==> src/rtl/param_ram.sv <==
// param_ram: parametrised single-port synchronous RAM.
//
// Byte-enable writes, request/ready handshake, 1- or 2-cycle read pipeline with a
// valid strobe, and a sequencer that zero-fills the array after reset (optional) or
// on a clear pulse.
//
// Ports:
//   clk_i       clock, rising edge
//   reset_i     asynchronous active-high reset
//   en_i        request valid
//   r_i         request type: 1 = read, 0 = write
//   addr_i      request address
//   wdata_i     write data
//   be_i        per-byte write enables (ignored on reads)
//   clear_i     single-cycle zero-fill request
//   ready_o     request accepted this cycle when en_i && ready_o
//   rdata_o     read data, held between reads
//   rvalid_o    single-cycle strobe marking rdata_o valid
//   clr_done_o  pulse on the first RUN cycle after a sweep
module param_ram #(
  parameter int unsigned DATA_W         = 8,
  parameter int unsigned ADDR_W         = 6,
  parameter bit          OUT_REG        = 1'b0,
  parameter bit          CLEAR_ON_RESET = 1'b1
) (
  input  logic                clk_i,
  input  logic                reset_i,
  input  logic                en_i,
  input  logic                r_i,
  input  logic [ADDR_W-1:0]   addr_i,
  input  logic [DATA_W-1:0]   wdata_i,
  input  logic [DATA_W/8-1:0] be_i,
  input  logic                clear_i,
  output logic                ready_o,
  output logic [DATA_W-1:0]   rdata_o,
  output logic                rvalid_o,
  output logic                clr_done_o
);

  localparam int unsigned Depth    = 2 ** ADDR_W;
  localparam int unsigned NumBytes = DATA_W / 8;

  typedef enum logic [0:0] {StClear, StRun} state_e;

  localparam state_e StReset = CLEAR_ON_RESET ? StClear : StRun;

  state_e            state_q, state_d;
  logic [ADDR_W-1:0] ptr_q, ptr_d;
  logic              clr_last;
  logic              clr_done_q;
  logic              wr_acc, rd_acc;
  logic [DATA_W-1:0] rdata_q;
  logic              rvalid_q;

  logic [DATA_W-1:0] mem_q [Depth];

  // Clear wins over a same-cycle request.
  assign ready_o = (state_q == StRun) && !clear_i;
  assign wr_acc  = en_i && ready_o && !r_i;
  assign rd_acc  = en_i && ready_o && r_i;

  always_comb begin
    state_d  = state_q;
    ptr_d    = ptr_q;
    clr_last = 1'b0;
    unique case (state_q)
      StClear: begin
        ptr_d = ptr_q + 1'b1;
        if (&ptr_q) begin
          state_d  = StRun;
          ptr_d    = '0;
          clr_last = 1'b1;
        end
      end
      StRun: begin
        if (clear_i) begin
          state_d = StClear;
          ptr_d   = '0;
        end
      end
      default: begin
        state_d = StReset;
        ptr_d   = '0;
      end
    endcase
  end

  always_ff @(posedge clk_i or posedge reset_i) begin
    if (reset_i) begin
      state_q    <= StReset;
      ptr_q      <= '0;
      clr_done_q <= 1'b0;
    end else begin
      state_q    <= state_d;
      ptr_q      <= ptr_d;
      clr_done_q <= clr_last;
    end
  end

  // Storage is deliberately not reset; only the sweep zeroes it.
  always_ff @(posedge clk_i) begin
    if (state_q == StClear) begin
      mem_q[ptr_q] <= '0;
    end else if (wr_acc) begin
      for (int k = 0; k < NumBytes; k++) begin
        if (be_i[k]) begin
          mem_q[addr_i][8*k +: 8] <= wdata_i[8*k +: 8];
        end
      end
    end
  end

  if (OUT_REG) begin : g_out_reg
    logic [DATA_W-1:0] pipe_data_q;
    logic              pipe_valid_q;

    always_ff @(posedge clk_i or posedge reset_i) begin
      if (reset_i) begin
        pipe_data_q  <= '0;
        pipe_valid_q <= 1'b0;
        rdata_q      <= '0;
        rvalid_q     <= 1'b0;
      end else begin
        pipe_valid_q <= rd_acc;
        if (rd_acc) begin
          pipe_data_q <= mem_q[addr_i];
        end
        rvalid_q <= pipe_valid_q;
        if (pipe_valid_q) begin
          rdata_q <= pipe_data_q;
        end
      end
    end
  end else begin : g_no_out_reg
    always_ff @(posedge clk_i or posedge reset_i) begin
      if (reset_i) begin
        rdata_q  <= '0;
        rvalid_q <= 1'b0;
      end else begin
        rvalid_q <= rd_acc;
        if (rd_acc) begin
          rdata_q <= mem_q[addr_i];
        end
      end
    end
  end

  assign rdata_o    = rdata_q;
  assign rvalid_o   = rvalid_q;
  assign clr_done_o = clr_done_q;

endmodule

==> config.mk <==
export PLATFORM = sky130hd
export DESIGN_NAME = param_ram
export DESIGN_NICKNAME = d
export VERILOG_FILES = /design/src/rtl/param_ram.sv
export SDC_FILE = /design/constraint.sdc
export NUM_CORES = 1
export LEC_CHECK = 0
export ABC_AREA = 1
export CORE_MARGIN = 2
export CORE_UTILIZATION = 46
export DETAILED_ROUTE_END_ITERATION = 16
export PLACE_DENSITY = 0.7
export SYNTH_ARGS = -nofsm -noshare
export SYNTH_HDL_FRONTEND = slang
export SYNTH_SLANG_ARGS = --single-unit
==> constraint.sdc <==
create_clock -name clk_i -period 5.85 [get_ports clk_i]
set_input_delay 1.17 -clock clk_i [delete_from_list [all_inputs] [get_ports clk_i]]
set_output_delay 1.17 -clock clk_i [all_outputs]
set_load 0.1 [all_outputs]
# Word level (Yosys, flattened, before mapping)
# Memory sizes are Yosys's and may differ from the RTL's. A register that Yosys moved wholly into a read port is not among the register bits.
# Index checks and enable logic that the tools add are counted.
word_totals:
  regBits: 9
  ram_bits: 512
  input_bits: 20
  out_inout_bits: 11
  word_cells: 31
  memories: 1
op_classes:
  addsub: 1
  eq_ne: 1
  n_mux: 15
  bitwise: 1
  n_reduce_logical: 8
mem_list:
  columns: ["name", "words", "word_bits", "rd", "rd_clocked_by_memory_dff", "write_ports", "line", "source"]
  rows:
  - ["mem_q", 64, 8, 1, 1, 1, "55", "logic [DATA_W-1:0] mem_q [Depth];"]
ops:
  columns: ["cell", "count"]
  rows:
  - ["$mux W6", 3]
  - ["$pmux W6 S2", 1]
  - ["$mux W1", 9]
  - ["$mux W8", 1]
  - ["$reduce_or A8 Y1", 1]
  - ["$add A6 B1 Y6 const B", 1]
  - ["$reduce_and A6 Y1", 1]
  - ["$logic_and A1 B1 Y1", 4]
  - ["$logic_not A1 Y1", 2]
  - ["$ne A2 B2 Y1 const B", 1]
  - ["$pmux W1 S2", 1]
  - ["$not A1 Y1", 1]

# Longest topological paths before layout
depth:
  depth_word: 9
  ltp_mapped: 14
  mapped_depth_nobuf: 11

# Least setup slack after synthesis
# Ideal clock, no wire load.
synth_path:
  path_type: "input -> register"
  start: "input clear_i"
  end: "memory mem_q[0][0] (data pin)"
  setup_ns: 0.500
  arrival_ns: 3.311
  required_ns: 5.350
  slack_ns: 2.039
  stages: 3
  path_buffers: 0
  cell_sequence: "nor2_8 > nand4_4 > nor2_1"
synth_via:
  elab_chain_cells: 9
synth_rtl:
  columns: ["item", "line", "source"]
  rows:
  - ["start: declaration", "33", "input logic clear_i,"]
  - ["$logic_not A1 Y1", "58", "assign ready_o = (state_q == StRun) && !clear_i;"]
  - ["$logic_and A1 B1 Y1", "58", null]
  - ["$logic_and A1 B1 Y1 (2 in series)", "59", "assign wr_acc = en_i && ready_o && !r_i;"]
  - ["$mux W1", "104", "end else if (wr_acc) begin"]
  - ["$mux W1", "102", "if (state_q == StClear) begin"]
  - ["$mux W1 (not written as such)", "107", "mem_q[addr_i][8*k +: 8] <= wdata_i[8*k +: 8];"]
  - ["$reduce_or A8 Y1 (no source line)", null, null]
  - ["$mux W8 (no source line)", null, null]
  - ["end: declaration", "55", null]
# Every way passes these cells.

# Worst setup path after layout
layout_path:
  start: "input clear_i"
  end: "output ready_o"
layout_via:
  elab_chain_cells: 2
layout_rtl:
  columns: ["item", "line", "source"]
  rows:
  - ["$logic_not A1 Y1", "58", null]
  - ["$logic_and A1 B1 Y1", "58", null]
  - ["end: declaration", "34", "output logic ready_o,"]
# Every way passes these cells.

==> impl_metrics.csv <==
group,metric,value,unit
sta,setup_violations,0,
sta,finalCriticalPeriod,4.16,ns
floorplanning,core,46600,µm²
clock_network,clock_latency,0.59,ns
sta,max_freq,240,MHz
pwr,p_leak,8.95,nW
critical_path,criticalPathCategory,"primary input to output pin",
synth,synth_seq_cells,529,
pwr,power.internal,6.55,mW
synth,synthTopCellsByArea,"edfxtp_1 (71%), nand2_1 (11%), nand3_1 (11%)",
pwr,switchingPower,2.35,mW
job,drv_cap,0,
pwr,p_per_area,367,nW/µm²
synth,yosys_warnings,0,
clock_network,clk_path_buf_depth,3,
drt,finalWirelength,51.9,mm
cells_and_area,stdcell_area,24200,µm²
synth,synth_top_family_by_area,"simple AND/OR/NAND/NOR gates",
clock_network,hold_buffers,0,
cells_and_area,fin_nets,1888,
pwr,seqPwrFrac,49.6,%
drt,firstDrtPassIters,5,
outcome,status,"finished, final reports clean",
critical_path,crit_path_start_kind,"primary input",
placed_design,place.gp.congestion,0.878,
cells_and_area,fillers,3868,
drt,drcViolationCount,0,
cells_and_area,area_delta_synth_final,11.7,%
cells_and_area,final_util,52.0,%
synth,synthMuxAreaShare,0,%
clock_network,htreeDepth,2,
synth,synthDistinctLibCells,24,
synth,yosys.area.top_type,"edfxtp_1",
clock_network,clk_pin_slew,0.06,ns
floorplanning,die_h,221,µm
floorplanning,start_util,46.6,%
clock_network,numCtsBuffers,53,
floorplanning,fp.dieW,221,µm
sta,relSlewSlack,19.1,%
critical_path,critPathCaptureType,"output pin",
global_routing,grt_pass1_wl,79.4,mm
sta,rsz0062_at_grt,"false",
cells_and_area,antenna_cells,0,
sta,fin_setup_tns,0,ns
synth,yosysSeqAreaShare,72.9,%
synth,ys_dominant_reg_cell,"edfxtp_1",
synth,synth_xor_xnor_area_share,0.162,%
placed_design,post_dp_cell_area,22500,µm²
pwr,peakVddDrop,0.355,mV
cells_and_area,layout-drive-gt1-share,7.08,%
synth,synth_edf_count,512,
drt,vias,14200,
clock_network,cts.repair.resized,0,
synth,netlist_area,21700,µm²
clock_network,cts_tree,"done",
drt,drt_iter0_markers,1578,
clock_network,cts.sinks,529,
synth,avgSynthCellArea,11.6,µm²
synth,postSynthCellCount,1874,
pwr,p_clk_share,37.6,%
sta,slew_viol_final,0,
global_routing,grt_overflow_total,0,
synth,synth_adder_area_share,0.0577,%
global_routing,antenna_found_initial,0,
pwr,pwr-share-comb,12.8,%
drt,avgViaCountPerCell,5.66,
global_routing,grt_max_degree,213,
sta,period_share,71.2,%
global_routing,gr-usage-all-layers,21.0,%
critical_path,critical_path.max_fanout,7,
sta,tightest_slew,1.21,ns
clock_network,post_cts_buffers,0,
global_routing,grt_pass1_vias,13600,
clock_network,cts-root-buf,"clkbuf_16",
sta,final_hold_viol_count,0,
critical_path,arrival,2.99,ns
sta,holdWs,0.479,ns
synth,synthDominantCellAreaShare,70.9,%
pwr,p_sw_share,26.4,%
synth,synth-simple-area-share,23.9,%
synth,synthArstFlopShare,3.21,%
placed_design,portBuffers,30,
floorplanning,die_area,48900,µm²
placed_design,dp_hpwl,29.7,mm
sta,clock_skew,0.0160,ns
floorplanning,pin_count,31,
floorplanning,placementRows,79,
synth,synth_nets,1895,
critical_path,worstPathRequired,4.68,ns
synth,synth_compound_area_share,0.398,%
min_path,min_path_type,"flip-flop to flip-flop",
drt,ant_nets,0,
drt,wl_per_cell,20.6,µm
-- cell type report --
type,instances,area [µm²],area share [%]
flip-flops and latches,529,15800,65.2
multi-input cells,1204,5370,22.1
clock buffers,59,1390,5.74
well taps,607,759,3.14
repair buffers,49,462,1.91
clock inverters,36,323,1.33
inverters,30,121,0.501
-- critical path, cell delays in order --
cell	delay, ns
clkdlybuf4s50_1	0.49
nor2_8	0.19
clkdlybuf4s50_1	1.15
-- stage by stage --
stage,total power [mW],setup slack [ns],cells
after global routing,9.16,1.64,2514
after detailed placement,5.62,1.37,2419
final,8.90,1.69,2514
after global placement,5.59,1.50,2419
after CTS,8.93,1.68,2514
after floorplan,5.23,2.04,1874
-- worst paths after layout --
path	startpoint	to	slack [ns]	cells past startpoint
setup / recovery	clear_i	ready_o	1.69	3
hold / removal	rdata_o[5]	rdata_o[5]	0.48	2
setup reg to reg	state_q	mem_q[18][7]	2.48	8
hold reg to reg	rdata_o[5]	rdata_o[5]	0.48	2
max in group asynchronous	reset_i	rdata_o[6]	4.44	2
min in group asynchronous	reset_i	ptr_q[2]	0.98	2
-- power by group through the flow --
stage                     clock, mW  sequential [mW]  combinational, mW
after floorplan                   0             4.62              0.616
after global placement            0             4.49               1.10
after detailed placement          0             4.49               1.13
after CTS                      3.38             4.42               1.13
after global routing           3.52             4.43               1.21
final                          3.35             4.42               1.14
-- Yosys cell counts (3+ instances only) --
library cell / instances
buf_1: 10
buf_2: 26
clkbuf_1: 74
dfrtp_1: 17
edfxtp_1: 512
inv_1: 24
inv_2: 4
nand2_1: 627
nand2_2: 4
nand3_1: 466
nand4_2: 6
nand4_4: 3
nor2_1: 79
o21ai_0: 3
o21ai_2: 6
o22ai_1: 3
xor2_1: 3
-- layer usage --
layer | GRT usage (%) | up-vias | routed length, µm
met4 | 7.19 | 0 | 1550
met5 | 0 | - | 0
met2 | 34.6 | 678 | 24800
li1 | - | 6549 | -
met3 | 3.78 | 114 | 4420
met1 | 28.4 | 6889 | 21100
-- sequential cells by signal, summed over array words and instances, names as in the netlist --
name        flops
state_q         1
rdata_o         8
mem_q         512
clr_done_o      1
ptr_q           6
rvalid_o        1
-- layout by cell type (no fill, tap or decap), drive strengths merged --
cell type,Yosys,layout
edfxtp,512,512
xor2,3,3
clkinvlp,0,1
ha,1,1
o22ai,3,3
xnor2,1,1
nor3,1,1
clkinv,2,30
clkbuf,74,59
clkdlybuf4s50,0,27
buf,37,22
bufinv,0,6
nand2,631,631
nor2,80,80
nand3,466,466
o21ai,9,9
dfrtp,17,17
nand4,9,9
inv,28,29
-- kinds of logic (layout without fill, tap and decap cells) --
kind of cell | after synthesis | after routing
AND/OR/NAND/NOR | 1187 | 1187
flip-flops | 529 | 529
buffers and inverters | 141 | 174
AO/OA/AOI/OAI | 12 | 12
XOR/XNOR | 4 | 4
adder cells (fa/ha/maj) | 1 | 1
No activity file was read; power rests on OpenSTA's default activity.
